$ cat config.mk
export PLATFORM = sky130hd
export DESIGN_NAME = fetch_unit
export DESIGN_NICKNAME = d
export VERILOG_FILES = /design/src/rtl/fetch_unit.sv
export SDC_FILE = /design/constraint.sdc
export NUM_CORES = 1
export LEC_CHECK = 0
export CORE_UTILIZATION = 45
export DETAILED_ROUTE_END_ITERATION = 10
export HOLD_SLACK_MARGIN = 0.15
export PLACE_DENSITY_LB_ADDON = 0.05
export SYNTH_ARGS = -nofsm -noshare
export SYNTH_HDL_FRONTEND = slang
export SYNTH_SLANG_ARGS = --single-unit
$ cat constraint.sdc
create_clock -name i_clk -period 5.2 [get_ports i_clk]
set_input_delay 1.56 -clock i_clk [delete_from_list [all_inputs] [get_ports i_clk]]
set_output_delay 1.56 -clock i_clk [all_outputs]
set_load 0.02 [all_outputs]
$ cat src/rtl/fetch_unit.sv
// Instruction-fetch stage: owns the PC, fetches over a req/ack port,
// and applies next-PC selection when the current instruction retires.
`timescale 1ns/1ps
module fetch_unit #(
  parameter logic [31:0] RESET_PC    = 32'h0000_0000,
  parameter logic [31:0] TRAP_PC     = 32'h0000_0010,
  parameter int unsigned TIMEOUT_CYC = 16
) (
  input  logic        i_clk,
  input  logic        i_reset,
  input  logic [1:0]  i_pc_sel,
  input  logic [31:0] i_alu_data,
  input  logic        i_stall,
  output logic        o_imem_req,
  output logic [31:0] o_imem_addr,
  input  logic        i_imem_ack,
  input  logic [31:0] i_imem_rdata,
  output logic [31:0] o_pc,
  output logic [31:0] o_pc_four,
  output logic [31:0] o_inst,
  output logic        o_inst_vld,
  output logic        o_misalign,
  output logic        o_fetch_err
);

  localparam int unsigned CW = $clog2(TIMEOUT_CYC + 1);
  localparam logic [CW-1:0] CNT_MAX = CW'(TIMEOUT_CYC);
  localparam logic [31:0] NOP = 32'h0000_0013;

  typedef enum logic [1:0] {
    IDLE,
    REQ,
    EXEC
  } state_t;

  state_t        state_q, state_d;
  logic [31:0]   pc_q, pc_d;
  logic [31:0]   inst_q, inst_d;
  logic          vld_q, vld_d;
  logic          req_q, req_d;
  logic          mis_q, mis_d;
  logic          err_q, err_d;
  logic [CW-1:0] cnt_q, cnt_d;
  logic [CW-1:0] cnt_inc;
  logic [31:0]   pc_four;
  logic [31:0]   nxt;
  logic          nxt_bad;

  assign pc_four = pc_q + 32'd4;

  always_comb begin
    nxt = pc_four;
    case (i_pc_sel)
      2'b01:   nxt = i_alu_data;
      2'b10:   nxt = {i_alu_data[31:1], 1'b0};
      default: nxt = pc_four;
    endcase
  end

  // bit0 only matters on the plain ALU target; JALR clears it
  assign nxt_bad = nxt[1] | ((i_pc_sel == 2'b01) & nxt[0]);

  assign cnt_inc = (cnt_q == CNT_MAX) ? cnt_q : cnt_q + CW'(1);

  always_comb begin
    state_d = state_q;
    pc_d    = pc_q;
    inst_d  = inst_q;
    vld_d   = vld_q;
    req_d   = req_q;
    mis_d   = 1'b0;
    err_d   = err_q;
    cnt_d   = cnt_q;
    unique case (state_q)
      IDLE: begin
        state_d = REQ;
        req_d   = 1'b1;
      end
      REQ: begin
        if (i_imem_ack) begin
          inst_d  = i_imem_rdata;
          vld_d   = 1'b1;
          cnt_d   = '0;
          req_d   = 1'b0;
          state_d = EXEC;
        end else begin
          cnt_d = cnt_inc;
          if (cnt_inc == CNT_MAX) err_d = 1'b1;
        end
      end
      EXEC: begin
        if (!i_stall) begin
          pc_d    = nxt_bad ? TRAP_PC : nxt;
          mis_d   = nxt_bad;
          vld_d   = 1'b0;
          req_d   = 1'b1;
          state_d = REQ;
        end
      end
      default: begin
        state_d = IDLE;
        req_d   = 1'b0;
      end
    endcase
  end

  always_ff @(posedge i_clk) begin
    if (!i_reset) begin
      state_q <= IDLE;
      pc_q    <= RESET_PC;
      inst_q  <= NOP;
      vld_q   <= 1'b0;
      req_q   <= 1'b0;
      mis_q   <= 1'b0;
      err_q   <= 1'b0;
      cnt_q   <= '0;
    end else begin
      state_q <= state_d;
      pc_q    <= pc_d;
      inst_q  <= inst_d;
      vld_q   <= vld_d;
      req_q   <= req_d;
      mis_q   <= mis_d;
      err_q   <= err_d;
      cnt_q   <= cnt_d;
    end
  end

  assign o_imem_req  = req_q;
  assign o_imem_addr = pc_q;
  assign o_pc        = pc_q;
  assign o_pc_four   = pc_four;
  assign o_inst      = inst_q;
  assign o_inst_vld  = vld_q;
  assign o_misalign  = mis_q;
  assign o_fetch_err = err_q;

endmodule

-- Word-level counts from Yosys, hierarchy flattened
Index checks and enable logic that the tools add are counted.
- bits in registers: 75
- input bits: 70
- output and inout port bits: 132
- logic and storage cells: 45
- $add $sub $neg: 2
- equality and inequality tests: 8
- mux-type cells: 13
- bitwise logic cells: 6
- reduce and logical (&&, ||, !) cells: 8
- operator list (cell ; count):
    $pmux 32 s2 ; 1
    $add 32x3->32 const B ; 1
    $mux 32 ; 1
    $eq 5x5->1 const B ; 2
    $mux 5 ; 2
    $pmux 2 s3 ; 1
    $reduce_and 2->1 ; 3
    $reduce_and 3->1 ; 2
    $add 5x1->5 const B ; 1
    $eq 2x1->1 const B ; 2
    $eq 2x2->1 const B ; 2
    $mux 1 ; 4
    $mux 2 ; 2
    $ne 2x2->1 const B ; 2
    $not 1->1 ; 4
    $pmux 1 s3 ; 1
    $reduce_or 3->1 ; 1
    $logic_not 2->1 ; 1
    $pmux 1 s2 ; 1
    $reduce_bool 2->1 ; 1
    $and 1x1->1 ; 1
    $or 1x1->1 ; 1

-- Logic depth before layout (Yosys ltp)
- depth in word-level cells: 5
- mapped depth: 9
- mapped depth without buffers: 7

-- Least setup slack after synthesis
OpenSTA, ideal clock, no wires.
- path kind: register to output
- start: register pc_q[2], in the netlist o_imem_addr[2]
- end: output port o_pc_four[24]
- data arrival time: 2024 ps
- data required time: 3640 ps
- slack: 1616 ps
- stages on the path, launching flop included: 6
- path buffers: 0
- path through: dfxtp_1 ha_1 nand4_2 nor4_4 nand4_1 xnor2_1
- longest elaborated chain between the ends: 1
- RTL lines (item ; line ; RTL):
    start, declared ; 37 ; logic [31:0] pc_q, pc_d;
    start signal, assigned ; 119 ; pc_q <= pc_d;
    $add 32x3->32 ; 49 ; assign pc_four = pc_q + 32'd4;
    end, declared ; 19 ; output logic [31:0] o_pc_four,
No other way between the ends.

-- Final worst setup path
- start: register pc_q[2], in the netlist o_imem_addr[2]
- end: output port o_pc_four[28]
Same word-level chain as after synthesis.

==> flow_metrics.tcl <==
set metrics [dict create \
    status "finished clean" \
    synth-main-ff-cell "dfxtp_1" \
    setup_tns_ns 0 \
    syn_area_um2 4292 \
    drtAntennaViolNets 0 \
    fin_util_pct 69.42 \
    min_to "o_inst[14]$_SDFFE_PN0P_" \
    cts_sinks 74 \
    fin_skew_ns 0.008764 \
    num-nets-final 795 \
    post-cts-setup-buffers 0 \
    die_area_um2 9931 \
    cts_root_buffer "clkbuf_8" \
    criticalPathCategory "reg -> out" \
    coreArea_um2 9240 \
    ir_drop_mv 0.1993 \
    hold_path_class "reg -> reg" \
    area_delta_synth_final_pct 49.48 \
    grt_pass1_vias 4412 \
    start_util_pct 46.45 \
    cp_data_arrival_time_ns 3.18 \
    power_mw 1.443 \
    portBuffers 201 \
    avgSynthCellArea_um2 7.569 \
    syn_nets 642 \
    worstPathRequired_ns 3.64 \
    worst_setup_path_start_kind "register" \
    drv_cap 0 \
    reg2reg_from "o_imem_addr[2]$_SDFFE_PN0P_" \
    grt_pass1_wl_um 21850 \
    viasPerCell 5.540 \
    rrSetupSlack_ns 2.62 \
    fillers 758 \
    cts_buffers 9 \
    final.setup.worst_slack_ns 0.4578 \
    syn_inst 567 \
    grt_max_degree 48 \
    ys_ff_latch 74 \
    gp_congestion 0.8489 \
    end_kind "primary output" \
    final_max_slew_viol_count 0 \
    dp.final_hpwl_um 9900 \
    cts_hold_buffers 0 \
    final_common_cell "clkdlybuf4s50_1" \
    worst_pin_slew_ns 1.098 \
    fmax_ghz 0.2109 \
    rows 35 \
    routed_wl_um 13730 \
    cts_buffer_depth 2 \
    stdcell_count 854 \
    first_pass_iters 5 \
    placed_area_um2 6140 \
    fin_crit_sh_pct 91.20 \
    dp_cells 838 \
    grt_overflow_total 0 \
    clk_latency_ns 0.34 \
    drtIter0Drc 327 \
    mostFrequentLayoutCells "201 x clkdlybuf4s50_1, 100 x nand2_1, 74 x dfxtp_1" \
    ios 202 \
    rsz0062_at_grt "no" \
    async_reset_ff_share_pct 0 \
    cp-startpoint "o_imem_addr[2]$_SDFFE_PN0P_" \
    min_period_ns 4.742 \
    min_from "o_inst[14]$_SDFFE_PN0P_" \
    relSlewSlack_pct 26.82 \
    reg2reg_depth 6 \
    drc_errors 0 \
    power_density_nw_per_um2 225.0 \
    synth_edf_count 0 \
    grt_antenna_before_repair 0 \
    vias 4731 \
    worstHoldPathCells 2 \
    hold_ws_ns 0.4562 \
    cts_tree "yes" \
    wl_per_cell_um 16.07 \
    r2r-end "o_imem_addr[24]$_SDFFE_PN0P_" \
    yosys_warnings 0 \
    pre_cts_ws_ns 0.7255 \
    chipHeight_um 99.66 \
    drive_above_1_share_pct 5.517 \
    clk_pin_slew_ns 0.08 \
    track_usage_pct 27.65 \
    final_area_um2 6415 \
    p_leak_nw 2.304 \
    hold_viol 0 \
    synth_cell_types 65 \
    dieWidth_um 99.66 \
    setup_viol 0 \
    cp_max_fo 9 \
    cts_resized 0 \
    htreeDepth 3 \
    antenna_cells 0 \
    synth_seq_area_share_pct 34.52 \
]
per-layer routing:
layer / track usage (%) / wire (µm)
met1: 34.32 / 5617
met2: 45.57 / 6489
met3: 7.660 / 1341
met4: 10.63 / 279
met5: 0 / 0
logic make-up (layout without fill, tap and decap cells):
family,after synthesis,in the layout,share of synthesized area (%)
AND/OR/NAND/NOR,233,233,27.03
AO/OA/AOI/OAI,135,135,19.39
buffers and inverters,87,245,10.73
flip-flops,74,74,34.52
XOR/XNOR,29,29,5.919
adder cells (fa/ha/maj),5,5,1.458
multiplexers,4,4,0.9621
flip-flops by register name, indices dropped and copies added (netlist names):
signal and count:
o_inst_vld 1, o_fetch_err 1, cnt_q 5, o_imem_addr 32, o_misalign 1, o_inst 32, state_q 2
where the power goes:
| group | internal (mW) | switching (mW) |
|---|---|---|
| Sequential | 0.584 | 0.0142 |
| Clock | 0.382 | 0.223 |
| Combinational | 0.116 | 0.124 |
how the worst max path moves through the flow:
stage | endpoint | slack [ns] | depth (start not counted)
final | o_pc_four[28] | 0.46 | 6
after global routing | o_pc_four[28] | 0.32 | 6
after CTS | o_pc_four[28] | 0.52 | 6
after detailed placement | o_imem_addr[20]$_SDFFE_PN0P_ | 0.73 | 8
after global placement | o_imem_addr[28]$_SDFFE_PN0P_ | 0.85 | 8
after floorplan | o_pc_four[24] | 1.62 | 5
synthesized netlist by cell type, types with 5 or more instances:
cell type | number | area share, %
and2_1 | 7 | 1.0
a21oi_1 | 64 | 7.5
a22oi_1 | 9 | 1.6
inv_1 | 20 | 1.7
xor2_1 | 8 | 1.6
nand4_1 | 14 | 2.0
dfxtp_1 | 74 | 35
a31oi_1 | 5 | 0.73
nor3_1 | 12 | 1.4
buf_4 | 35 | 6.1
clkbuf_1 | 28 | 2.4
xnor2_1 | 21 | 4.3
o21ai_0 | 17 | 2.0
nor2_1 | 33 | 2.9
nand3_1 | 24 | 2.8
nand2_1 | 100 | 8.7
and3_1 | 8 | 1.2
ha_1 | 5 | 1.5
critical path, stage by stage, from the launching register on:
cell and delay [ns]:
dfxtp_1 0.51, ha_1 0.29, nand4_2 0.22, nor4_4 0.59, nand4_1 0.36, xnor2_1 0.23, clkdlybuf4s50_1 0.63
layout make-up:
cell class / instances / area, µm² / area share [%]
Timing Repair Buffer: 209 / 2072 / 32.30
Multi-Input combinational cell: 406 / 2350 / 36.63
Sequential cell: 74 / 1481 / 23.09
Tap cell: 129 / 161.4 / 2.516
Clock inverter: 6 / 137.6 / 2.146
Inverter: 20 / 75.07 / 1.170
Clock buffer: 10 / 137.6 / 2.146
(Power assumes the default switching activity.)
